File: src/rtl/spi_frame_ctrl_pkg.sv
// Shared types and constants for the SPI frame controller.
// Holds the framing/grant enums, default widths and config-bank register map.
package spi_pkg;

   localparam int NUM_REGS_DEF = 5;
   localparam int ADDR_W_DEF   = 7;
   localparam int DATA_W_DEF   = 8;
   localparam int FRAME_BITS   = 1 + ADDR_W_DEF + DATA_W_DEF;

   typedef enum logic {
      IDLE  = 1'b0,
      SHIFT = 1'b1
   } state_t;

   typedef enum logic {
      SPI = 1'b0,
      LCL = 1'b1
   } grant_t;

   localparam logic [ADDR_W_DEF-1:0] ADDR_EN_OUT_7_0  = 7'h00;
   localparam logic [ADDR_W_DEF-1:0] ADDR_EN_OUT_15_8 = 7'h01;
   localparam logic [ADDR_W_DEF-1:0] ADDR_EN_PWM_7_0  = 7'h02;
   localparam logic [ADDR_W_DEF-1:0] ADDR_EN_PWM_15_8 = 7'h03;
   localparam logic [ADDR_W_DEF-1:0] ADDR_PWM_DUTY    = 7'h04;

endpackage

File: src/rtl/spi_frame_ctrl_if.sv
// Local write request/grant and register-bank write port of the SPI frame controller.
// The master modport is the controller side; slave is the requester/register bank side.
interface spi_frame_ctrl_if
   import spi_pkg::*;
#(
   parameter int ADDR_W = ADDR_W_DEF,
   parameter int DATA_W = DATA_W_DEF
);

   logic              lcl_req;
   logic [ADDR_W-1:0] lcl_addr;
   logic [DATA_W-1:0] lcl_data;
   logic              lcl_gnt;
   logic              wr_en;
   logic [ADDR_W-1:0] wr_addr;
   logic [DATA_W-1:0] wr_data;

   modport master (
      input  lcl_req, lcl_addr, lcl_data,
      output lcl_gnt, wr_en, wr_addr, wr_data
   );

   modport slave (
      output lcl_req, lcl_addr, lcl_data,
      input  lcl_gnt, wr_en, wr_addr, wr_data
   );

endinterface

File: src/rtl/spi_frame_ctrl_wr_arb.sv
// Two-way round-robin write arbiter (SPI pending write vs local requester)
// with a registered write port into the config register bank.
module spi_wr_arb
   import spi_pkg::*;
#(
   parameter int ADDR_W = ADDR_W_DEF,
   parameter int DATA_W = DATA_W_DEF
) (
   input  logic              clk,
   input  logic              rst_n,
   input  logic              spi_req,
   input  logic [ADDR_W-1:0] spi_addr,
   input  logic [DATA_W-1:0] spi_data,
   input  logic              lcl_req,
   input  logic [ADDR_W-1:0] lcl_addr,
   input  logic [DATA_W-1:0] lcl_data,
   output logic              spi_win,
   output logic              lcl_gnt,
   output logic              wr_en,
   output logic [ADDR_W-1:0] wr_addr,
   output logic [DATA_W-1:0] wr_data
);

   grant_t last_grant;
   logic   lcl_live;
   logic   lcl_win;

   // A request whose grant is on the bus this cycle has already been served;
   // the requester only sees lcl_gnt now, so its lcl_req is still high.
   always_comb begin
      lcl_live = lcl_req & ~lcl_gnt;
      spi_win  = 1'b0;
      lcl_win  = 1'b0;
      if (spi_req && lcl_live) begin
         if (last_grant == LCL) spi_win = 1'b1;
         else                   lcl_win = 1'b1;
      end else if (spi_req) begin
         spi_win = 1'b1;
      end else if (lcl_live) begin
         lcl_win = 1'b1;
      end
   end

   always_ff @(posedge clk or negedge rst_n) begin
      if (!rst_n) begin
         last_grant <= LCL;
         wr_en      <= 1'b0;
         lcl_gnt    <= 1'b0;
         wr_addr    <= '0;
         wr_data    <= '0;
      end else begin
         wr_en   <= spi_win | lcl_win;
         lcl_gnt <= lcl_win;
         if (spi_win) begin
            wr_addr    <= spi_addr;
            wr_data    <= spi_data;
            last_grant <= SPI;
         end else if (lcl_win) begin
            wr_addr    <= lcl_addr;
            wr_data    <= lcl_data;
            last_grant <= LCL;
         end
      end
   end

endmodule

File: src/rtl/spi_frame_ctrl.sv
// SPI frame controller: frames {rw, addr, data} from synchronized SPI pins and
// arbitrates the resulting writes against a local requester. Macro SPI_ERR_CNT_EN enables err_cnt.
//
//  state | meaning
//  IDLE  | chip select high, waiting for ncs falling edge
//  SHIFT | frame in progress, shifting copi on each sclk rising edge
module spi_frame_ctrl
   import spi_pkg::*;
#(
   parameter int NUM_REGS = NUM_REGS_DEF,
   parameter int ADDR_W   = ADDR_W_DEF,
   parameter int DATA_W   = DATA_W_DEF
) (
   input  logic             clk,
   input  logic             rst_n,
   input  logic             copi_s,
   input  logic             ncs_s,
   input  logic             sclk_s,
   spi_frame_ctrl_if.master bus,
   output logic             busy,
   output logic             frame_err,
   input  logic             err_clr,
   output logic [7:0]       err_cnt
);

   localparam int                FRAME_LEN  = 1 + ADDR_W + DATA_W;
   localparam int                CNT_W      = 5;
   localparam logic [CNT_W-1:0]  CNT_FULL   = CNT_W'(FRAME_LEN);
   localparam logic [CNT_W-1:0]  CNT_SAT    = CNT_W'(FRAME_LEN + 1);
   localparam logic [ADDR_W-1:0] ADDR_LIMIT = ADDR_W'(NUM_REGS);

   state_t               state;
   logic                 sclk_q;
   logic                 ncs_q;
   logic [FRAME_LEN-1:0] sr;
   logic [CNT_W-1:0]     bit_cnt;
   logic                 done;
   logic                 done_good;
   logic                 spi_pend;
   logic [ADDR_W-1:0]    pend_addr;
   logic [DATA_W-1:0]    pend_data;
   logic                 spi_win;

   logic                 sclk_rise;
   logic                 ncs_fall;
   logic                 ncs_rise;
   logic                 frame_rw;
   logic [ADDR_W-1:0]    frame_addr;
   logic [DATA_W-1:0]    frame_data;
   logic                 frame_wr;

   assign sclk_rise  = sclk_s & ~sclk_q;
   assign ncs_fall   = ~ncs_s & ncs_q;
   assign ncs_rise   = ncs_s & ~ncs_q;
   assign frame_rw   = sr[FRAME_LEN-1];
   assign frame_addr = sr[FRAME_LEN-2 -: ADDR_W];
   assign frame_data = sr[DATA_W-1:0];
   assign frame_wr   = frame_rw && (frame_addr < ADDR_LIMIT);

   always_ff @(posedge clk or negedge rst_n) begin
      if (!rst_n) begin
         sclk_q <= 1'b0;
         ncs_q  <= 1'b1;
      end else begin
         sclk_q <= sclk_s;
         ncs_q  <= ncs_s;
      end
   end

   // Frame end is evaluated one cycle after ncs_rise (done), so spi_pend and
   // frame_err both appear at the edge after chip select is first sampled high.
   always_ff @(posedge clk or negedge rst_n) begin
      if (!rst_n) begin
         state     <= IDLE;
         busy      <= 1'b0;
         sr        <= '0;
         bit_cnt   <= '0;
         done      <= 1'b0;
         done_good <= 1'b0;
         spi_pend  <= 1'b0;
         pend_addr <= '0;
         pend_data <= '0;
         frame_err <= 1'b0;
      end else begin
         done      <= 1'b0;
         frame_err <= 1'b0;

         case (state)
            IDLE: begin
               if (ncs_fall) begin
                  state   <= SHIFT;
                  busy    <= 1'b1;
                  sr      <= '0;
                  bit_cnt <= '0;
               end
            end
            SHIFT: begin
               if (ncs_rise) begin
                  state     <= IDLE;
                  busy      <= 1'b0;
                  done      <= 1'b1;
                  done_good <= (bit_cnt == CNT_FULL);
               end else if (sclk_rise) begin
                  sr <= {sr[FRAME_LEN-2:0], copi_s};
                  if (bit_cnt != CNT_SAT) bit_cnt <= bit_cnt + CNT_W'(1);
               end
            end
            default: begin
               state <= IDLE;
               busy  <= 1'b0;
            end
         endcase

         if (spi_win) spi_pend <= 1'b0;

         if (done) begin
            if (!done_good) begin
               frame_err <= 1'b1;
            end else if (frame_wr) begin
               if (spi_pend) begin
                  frame_err <= 1'b1;
               end else begin
                  spi_pend  <= 1'b1;
                  pend_addr <= frame_addr;
                  pend_data <= frame_data;
               end
            end
         end
      end
   end

   spi_wr_arb #(
      .ADDR_W (ADDR_W),
      .DATA_W (DATA_W)
   ) u_wr_arb (
      .clk      (clk),
      .rst_n    (rst_n),
      .spi_req  (spi_pend),
      .spi_addr (pend_addr),
      .spi_data (pend_data),
      .lcl_req  (bus.lcl_req),
      .lcl_addr (bus.lcl_addr),
      .lcl_data (bus.lcl_data),
      .spi_win  (spi_win),
      .lcl_gnt  (bus.lcl_gnt),
      .wr_en    (bus.wr_en),
      .wr_addr  (bus.wr_addr),
      .wr_data  (bus.wr_data)
   );

`ifdef SPI_ERR_CNT_EN
   always_ff @(posedge clk or negedge rst_n) begin
      if (!rst_n) begin
         err_cnt <= 8'h00;
      end else if (err_clr) begin
         err_cnt <= 8'h00;
      end else if (frame_err && (err_cnt != 8'hFF)) begin
         err_cnt <= err_cnt + 8'h01;
      end
   end
`else
   logic unused_err_clr;
   assign unused_err_clr = err_clr;
   assign err_cnt        = 8'h00;
`endif

endmodule
File: src/flat_wrapper.sv
// flat-port wrapper written by rule: the top's interface ports become plain ports
module spi_frame_ctrl_flat import spi_pkg::*;
#(
   parameter int NUM_REGS = NUM_REGS_DEF,
   parameter int ADDR_W   = ADDR_W_DEF,
   parameter int DATA_W   = DATA_W_DEF
)
  (clk, rst_n, copi_s, ncs_s, sclk_s, busy, frame_err, err_clr, err_cnt, bus_lcl_req, bus_lcl_addr, bus_lcl_data, bus_lcl_gnt, bus_wr_en, bus_wr_addr, bus_wr_data);
  spi_frame_ctrl_if #(.ADDR_W(ADDR_W), .DATA_W(DATA_W)) bus_i ();
  input  logic clk;
  input  logic rst_n;
  input  logic copi_s;
  input  logic ncs_s;
  input  logic sclk_s;
  output logic busy;
  output logic frame_err;
  input  logic err_clr;
  output logic [7:0] err_cnt;
  input wire logic [$bits(bus_i.lcl_req)-1:0] bus_lcl_req;
  input wire logic [$bits(bus_i.lcl_addr)-1:0] bus_lcl_addr;
  input wire logic [$bits(bus_i.lcl_data)-1:0] bus_lcl_data;
  output wire logic [$bits(bus_i.lcl_gnt)-1:0] bus_lcl_gnt;
  output wire logic [$bits(bus_i.wr_en)-1:0] bus_wr_en;
  output wire logic [$bits(bus_i.wr_addr)-1:0] bus_wr_addr;
  output wire logic [$bits(bus_i.wr_data)-1:0] bus_wr_data;
  assign bus_i.lcl_req = bus_lcl_req;
  assign bus_i.lcl_addr = bus_lcl_addr;
  assign bus_i.lcl_data = bus_lcl_data;
  assign bus_lcl_gnt = bus_i.lcl_gnt;
  assign bus_wr_en = bus_i.wr_en;
  assign bus_wr_addr = bus_i.wr_addr;
  assign bus_wr_data = bus_i.wr_data;
  spi_frame_ctrl #(.NUM_REGS(NUM_REGS), .ADDR_W(ADDR_W), .DATA_W(DATA_W)) u_core (.clk(clk), .rst_n(rst_n), .copi_s(copi_s), .ncs_s(ncs_s), .sclk_s(sclk_s), .bus(bus_i), .busy(busy), .frame_err(frame_err), .err_clr(err_clr), .err_cnt(err_cnt));
endmodule
File: config.mk
export PLATFORM = sky130hd
export DESIGN_NAME = spi_frame_ctrl_flat
export DESIGN_NICKNAME = d
export VERILOG_FILES = /design/src/rtl/spi_frame_ctrl_pkg.sv /design/src/rtl/spi_frame_ctrl_if.sv /design/src/rtl/spi_frame_ctrl_wr_arb.sv /design/src/rtl/spi_frame_ctrl.sv /design/src/flat_wrapper.sv
export SDC_FILE = /design/constraint.sdc
export NUM_CORES = 1
export LEC_CHECK = 0
export ABC_CLOCK_PERIOD_IN_PS = 1600
export CAP_MARGIN = 20
export CORE_UTILIZATION = 52
export DETAILED_ROUTE_END_ITERATION = 16
export PLACE_DENSITY = 0.84
export SYNTH_ARGS = -nofsm -noshare
export SYNTH_HDL_FRONTEND = slang
export SYNTH_SLANG_ARGS = --single-unit
File: constraint.sdc
create_clock -name clk -period 1.6 [get_ports clk]
set_input_delay 0.16 -clock clk [delete_from_list [all_inputs] [get_ports clk]]
set_output_delay 0.16 -clock clk [all_outputs]
set_load 0.01 [all_outputs]
==> metrics.md, run 1 <==
| Metric | Value |
|---|---|
| Outcome | complete, no violations |
| Static leakage | 1.63 nW |
| Die area | 5390 um2 |
| Drt wl/cell | about 14 um |
| # H-tree levels | 3 |
| Slew @ Worst Pin | 599 ps |
| Pre-CTS WS | -262 ps |
| RSZ-0062 raised after global routing | true |
| Xor and xnor area share after synthesis | less than 1% |
| Uppermost layer routed | met4 |
| CTS Root Cell | clkbuf_8 |
| Layout cell share with drive strength beyond 1 | 16.6% |
| Fmax | ~650 MHz |
| Required @ worst endpoint | roughly 1800 ps |
| HPWL after DPL | between 3000 and 4000 um |
| Final #Nets | 313 |
| Initial antenna violation count | 0 |
| Worst setup path endpoint | u_core.pend_data[6]$_DFFE_PN0P_ |
| Setup Skew | ~4.2 ps |
| Total Power | 3.56 mW |
| TritonCTS Buffers | 9 |
| Pins Over Slew Limit | 0 |
| Drc violations | 0 |
| Routed via count | 1851 |
| Crit path max-delay cell type | dfrtp_1 |
| Setup violators final | 0 |
| Sw power | 0.928 mW |
| Crit-path max FO | 8 |
| Endpoint class of the critical path | register |
| GRT Total Usage | 21.2% |
| Area leader, netlist | dfrtp_1 |
| Worst path top cell family by delay | simple AND/OR/NAND/NOR gates |
| Crit path cell chain | nor4_1 > and2_4 > nand3_4 > mux2_4 |
| Synth area leaders | dfrtp_1 (57%), nand2_1 (5.7%), a22o_1 (5.0%) |
| Avg Inst Size Synth | 11.4 um2 |
| Num rows | 25 |
| Post-synth EDFFs | 0 |
| Sequential Power Share | 50.5% |
| Largest net degree at the start of global routing | 63 |
| TritonCTS Sinks | 62 |
| Layout area overhead | 26.2% |
| Synth top area share | 56.6% |
| RD Place Congestion | 0.709 |
| Fraction of registers with async set/reset | 100% |
| Area of the mapped netlist | 2650 um2 |
| Synth Area in Compound Gates | 15.0% |
| Global-route wire length before repair | 8320 um |
| Critical path buffers and inverters | 0 |
| Fin crit share | 96.5% |
| CTS tree | built |
| Warnings, synthesis | 0 |
| Crit path kind | register to register |
| Final Hold Fails | 0 |
| Metal-1 WL | 2270 um |
| Sequential area share after synthesis | between 50% and 60% |
| Mux contribution to synthesized area | about 5.8% |
| Peak VDD IR | between 0.6 and 0.7 mV |
| Clock power frac | 32.7% |
| Cell-internal power | 2.64 mW |
| Routed wl met3 | 196 um |
| Start of the worst register-to-register path | u_core.sr[13]$_DFFE_PN0P_ |
| Vias in the first global route | 1833 |
| Min Tclk post-route | 1540 ps |
| Type of the worst min-delay path | primary input to register |
| Switching Fraction | approximately a quarter |
| Area after DPL | 3160 um2 |
| Number of port buffers | 39 |
| Initial Utilization | 55.1% |
| Met2 WL post-DR | 2570 um |
| Die height | 73.4 um |
| Pre-Repair DR Iteration Count | 4 |
| Core Region | 4820 um2 |
| Vias per inst | 5.18 |
| Top post-synthesis cells by count | dfrtp_1 (60), nand2_1 (40), o21ai_1 (17) |
| Clock Tree Buf Depth | 2 |
| CP Launch Type | register |
| Part of the power in combinational logic | between 10% and 20% |
| Pwr/cell area | 1060 nW/um2 |
| Critical Path Source | u_core.sr[13]$_DFFE_PN0P_ |
| Antenna diodes | 0 |
| Most frequent cell after synthesis | dfrtp_1 |
| DIE WIDTH | roughly 73 um |
| DRT iter0 DRCs | 117 |
| Worst EP arrival | approximately 1800 ps |
| Finished Cell Area | 3350 um2 |
| Overflow after GRT | 0 |
| Syn Inst Count | 233 |
| Main combinational cell family by area after synthesis | compound AO/OA/AOI/OAI gates |
| Synthesized flop and latch total | 62 |
| Crit path setup slack, layout | ~56 ps |
| Clock-pin slew on the worst setup and hold paths | 60 ps |
| Register-to-register setup slack | 60 ps |
| Synth Flop Type | dfrtp_1 |
| Critical path depth | 4 |
| R2R depth | 4 |
| Final ANT Viol Nets | 0 |
| Relative slew slack | 59.9% |
| Clk_lat worst skew | 330 ps |
| Max cap viols | 0 |
| Delay of the slowest critical-path stage | 400 ps |
| Synth unique cells | 36 |
| DRT Wirelength | 5120 um |
| Post-Synth Adder-Cell Area | 1.41% |
| Crit Reg-Reg Endpoint | u_core.pend_data[6]$_DFFE_PN0P_ |
| I/O Pins | 49 |
| Simple-gate share of the synthesized area | between 10% and 20% |
flip-flops by register name (all words and copies together), names as in the netlist, 5 cells and up:
name,flops
u_core.u_wr_arb.wr_addr,7
u_core.u_wr_arb.wr_data,8
u_core.pend_addr,7
u_core.pend_data,8
u_core.sr,16
u_core.bit_cnt,5
what timing repair did:
| item | CTS | global route |
|---|---|---|
| hold buffers | 1 | 0 |
| cloned | 1 | 0 |
| endpoints found under the setup margin | 23 | 9 |
| buffers inserted | 0 | 0 |
| resized for setup | 1 | 1 |
| hold endpoints to repair | 60 | 0 |
metrics by stage:
stage,utilization [%],hold WS [ps],cells,setup TNS [ps]
after global placement,65.7,192,342,-1990
after CTS,69.5,324,357,0
after detailed placement,65.7,194,342,-3760
after floorplan,-,-136,240,0
after global routing,69.5,343,357,-6.14
final,69.5,341,357,0
routing by layer:
metal	track usage (%)	up-vias
li1	-	893
met1	25.1	901
met2	36.1	48
met3	5.49	9
met4	10.3	0
met5	0	-
placed cells by master (no fill, tap or decap), types with 2 or more instances in the layout:
| cell | n |
|---|---|
| dfrtp_1 | 60 |
| nand2_1 | 40 |
| clkdlybuf4s50_1 | 38 |
| o21ai_1 | 17 |
| a22o_1 | 15 |
| a21o_1 | 15 |
| buf_4 | 12 |
| clkbuf_8 | 11 |
| conb_1 | 8 |
| inv_1 | 7 |
| nor2_1 | 7 |
| mux2_2 | 6 |
| mux2_4 | 5 |
| and2_1 | 4 |
| nand2b_1 | 3 |
| nand3_1 | 3 |
| o21ai_0 | 3 |
| nor3_1 | 3 |
| nor3b_1 | 3 |
| ha_1 | 3 |
| nor2b_1 | 2 |
| nand4_1 | 2 |
| xnor2_1 | 2 |
| clkinv_2 | 2 |
| buf_12 | 2 |
| dfstp_2 | 2 |
power groups by stage:
stage                     clock network [mW]  registers, mW  logic [mW]
after CTS                               1.20           1.80       0.608
after global placement                     0           1.82       0.579
after global routing                    1.26           1.81       0.670
final                                   1.17           1.80       0.600
after detailed placement                   0           1.83       0.603
after floorplan                            0           1.84       0.292
how the worst min path moves through the flow:
stage,slack (ps),from,depth (start not counted),endpoint
floorplan,-140,rst_n,0,u_core.bit_cnt[0]$_DFFE_PN0P_
global placement,190,rst_n,2,u_core.u_wr_arb.wr_en$_DFF_PN0_
detailed placement,190,rst_n,2,u_core.u_wr_arb.wr_addr[5]$_DFFE_PN0P_
CTS,320,ncs_s,1,u_core.ncs_q$_DFF_PN1_
global route,340,ncs_s,1,u_core.ncs_q$_DFF_PN1_
finish,340,ncs_s,1,u_core.ncs_q$_DFF_PN1_
layout make-up:
cell class	count	area [um2]
Fill cell	380	1470
Timing Repair Buffer	54	526
Tap cell	67	83.8
Sequential cell	62	1550
Multi-Input combinational cell	154	998
Clock inverter	2	10.0
Inverter	7	26.3
Clock buffer	11	151
kinds of logic after synthesis:
family                     Yosys count
other                                1
AOI/OAI and AO/OA                   56
xor gates and xnor gates             2
muxes                               12
DFF                                 62
buffers and inverters               25
adders and majority gates            3
and+or+nand+nor                     72
No activity file was read; power rests on OpenSTA's default activity.
==> run 2: changes to the inputs <==
Settings changed: CORE_ASPECT_RATIO set to 1.75, SKIP_LAST_GASP set to 1.
==> metrics.md, run 2 (same netlist as run 1, synthesis figures left out) <==
| Metric | Value |
|---|---|
| Outcome | complete, no violations |
| Setup Skew | 8.98 ps (+4.79 ps) |
| Fillers | 362 (-4.7%) |
| Core Region | 4930 um2 (+2.4%) |
| Final core occ | 68.2% (-1.4 points) |
| Pre-Repair DR Iteration Count | 4 (unchanged) |
| Largest registers | u_core.sr x16, u_core.pend_data x8, u_core.u_wr_arb.wr_data x8 |
| Worst EP arrival | 1740 ps (-20 ps) |
| Pwr/cell area | 1130 nW/um2 (+5.8%) |
| Fin crit share | 96.4% (about the same) |
| CP Launch Type | register |
| Die area | 5400 um2 (+0.20%) |
| Reg area | 1550 um2 (unchanged) |
| CTS tree | built |
| Multi-input gate area | 997 um2 (-0.13%) |
| Routed via count | 1839 (-0.65%) |
| Type of the worst min-delay path | primary input to register |
| Global-route wire length before repair | 7770 um (-6.6%) |
| Clock-pin slew on the worst setup and hold paths | 60 ps (about the same) |
| Static leakage | 1.64 nW (+0.37%) |
| Placed cells | 327 (-4.4%) |
| Crit Reg-Reg Endpoint | u_core.pend_data[5]$_DFFE_PN0P_ |
| Vias in the first global route | 1778 (-3.0%) |
| Crit-path max FO | 8 (unchanged) |
| Num rows | 34 (+36%) |
| Final Hold Fails | 0 (unchanged) |
| Largest register FFs | 16 (unchanged) |
| Initial antenna violation count | 0 (unchanged) |
| Number of port buffers | 39 (unchanged) |
| Required @ worst endpoint | 1800 ps (-20 ps) |
| Overflow after GRT | 0 (unchanged) |
| Largest net degree at the start of global routing | 63 (unchanged) |
| Initial Utilization | 53.8% (-1.3 points) |
| Final #Nets | 311 (-0.64%) |
| RD Place Congestion | 0.740 (+4.3%) |
| Final TNS setup | 0 ps (unchanged) |
| Peak VDD IR | 1.08 mV (+55%) |
| Setup violators final | 0 (unchanged) |
| Drt wl/cell | 13.8 um (-4.1%) |
| Endpoint class of the critical path | register |
| Final ANT Viol Nets | 0 (unchanged) |
| Max cap viols | 0 (unchanged) |
| Layout area overhead | 26.7% |
| Drc violations | 0 (unchanged) |
| Clock Tree Buf Depth | 2 (unchanged) |
| Layout Cells excl Fill | 344 (-3.6%) |
| TritonCTS Sinks | 62 (unchanged) |
| Register-to-register setup slack | 60 ps (about the same) |
| Crit path setup slack, layout | 57.1 ps (+1.07 ps) |
| Crit path kind | register to register |
| Worst setup path endpoint | u_core.pend_data[5]$_DFFE_PN0P_ |
| Area after DPL | 3130 um2 (-0.99%) |
| RSZ-0062 raised after global routing | false |
| DRT Wirelength | 4730 um (-7.6%) |
| Largest Register | u_core.sr |
| DIE WIDTH | 56 um (-24%) |
| DRT iter0 DRCs | 57 (-51%) |
| Fmax | 648 MHz (about the same) |
| GRT Total Usage | 18.6% (-2.6 points) |
| Start of the worst register-to-register path | u_core.sr[13]$_DFFE_PN0P_ |
| CTS Root Cell | clkbuf_8 |
| Critical Path Source | u_core.sr[13]$_DFFE_PN0P_ |
| Pre-CTS WS | -192 ps (+69.8 ps) |
| HPWL after DPL | 3230 um (-5.3%) |
| Commonest non-fill, non-tap cell in the layout | dfrtp_1 |
| # H-tree levels | 3 (unchanged) |
| I/O Pins | 49 (unchanged) |
| Total Power | 3.79 mW (+6.2%) |
| R2R depth | 4 (unchanged) |
| Layout cell share with drive strength beyond 1 | 16.6% (unchanged) |
| Worst hold slack | 354 ps (+12.1 ps) |
| TritonCTS Buffers | 9 (unchanged) |
| Relative slew slack | 58.9% (-0.96 points) |
| Die height | 96.5 um (+31%) |
| Antenna diodes | 0 (unchanged) |
| Commonest non-fill, non-tap cells in the layout | dfrtp_1 (60), nand2_1 (40), clkdlybuf4s50_1 (38) |
| Pins Over Slew Limit | 0 (unchanged) |
| Min Tclk post-route | 1540 ps (-1.07 ps) |
| Slew @ Worst Pin | 614 ps (+14.4 ps) |
| Vias per inst | 5.35 (+3.1%) |
| Finished Cell Area | 3360 um2 (+0.41%) |
| Clk_lat worst skew | 320 ps (about the same) |
[run 2: cell count changes in the layout (fill, tap and decap cells not counted), sizes merged]
cell / previous run / this run
clkinvlp: 0 / 1
bufinv: 0 / 1
clkinv: 2 / 1
clkbuf: 11 / 12
buf: 15 / 13
[run 2: worst min path at each step]
stage	start	endpoint	slack [ps]	depth (start not counted)
final	ncs_s	u_core.ncs_q$_DFF_PN1_	350	1
after global routing	ncs_s	u_core.ncs_q$_DFF_PN1_	360	1
after CTS	ncs_s	u_core.ncs_q$_DFF_PN1_	340	1
after detailed placement	rst_n	u_core.sr[5]$_DFFE_PN0P_	190	2
after global placement	rst_n	u_core.sr[5]$_DFFE_PN0P_	190	2
after floorplan	rst_n	u_core.bit_cnt[0]$_DFFE_PN0P_	-140	0
[run 2: layer usage]
| metal | global-route usage (%) | up-vias | wire length, um |
|---|---|---|---|
| met1 | 21.1 | 903 | 2020 |
| met2 | 33.4 | 41 | 2510 |
| met5 | 0 | - | 0 |
| met4 | 7.72 | 0 | 48 |
| li1 | - | 891 | - |
| met3 | 4.53 | 4 | 151 |
[run 2: cell type report]
class / instances / area share (%)
clock buffer: 12 / 4.91
clock inverter: 3 / 1.26
inverter: 7 / 0.781
multi-input combinational: 154 / 29.7
sequential: 62 / 46.2
tap: 54 / 2.01
timing repair buffer: 52 / 15.2
[run 2: worst max-delay path, cell delays in order, from the launching register on]
cell	delay (ps)
dfrtp_1	410
nor4_1	270
and2_2	240
nand3_4	160
mux2_4	340
[run 2: report_power, final]
group / total [mW] / switching (mW) / internal [mW]
clock network: 1.38 / 0.547 / 0.836
registers: 1.81 / 0.108 / 1.70
logic: 0.599 / 0.276 / 0.323
total: 3.79 / 0.931 / 2.86
[run 2: what timing repair did]
action	in CTS	in global routing
resized for setup	1	0
buffers inserted	0	0
gates cloned	0	1
hold buffers	1	0
hold endpoints to repair	60	0
endpoints found under the setup margin	15	2
==> run 3: changes to the inputs <==
Settings changed: CAP_MARGIN 20 to not set.
==> results of run 3 <==
No change in the layout: final DEF, timing and power equal those of run 2.
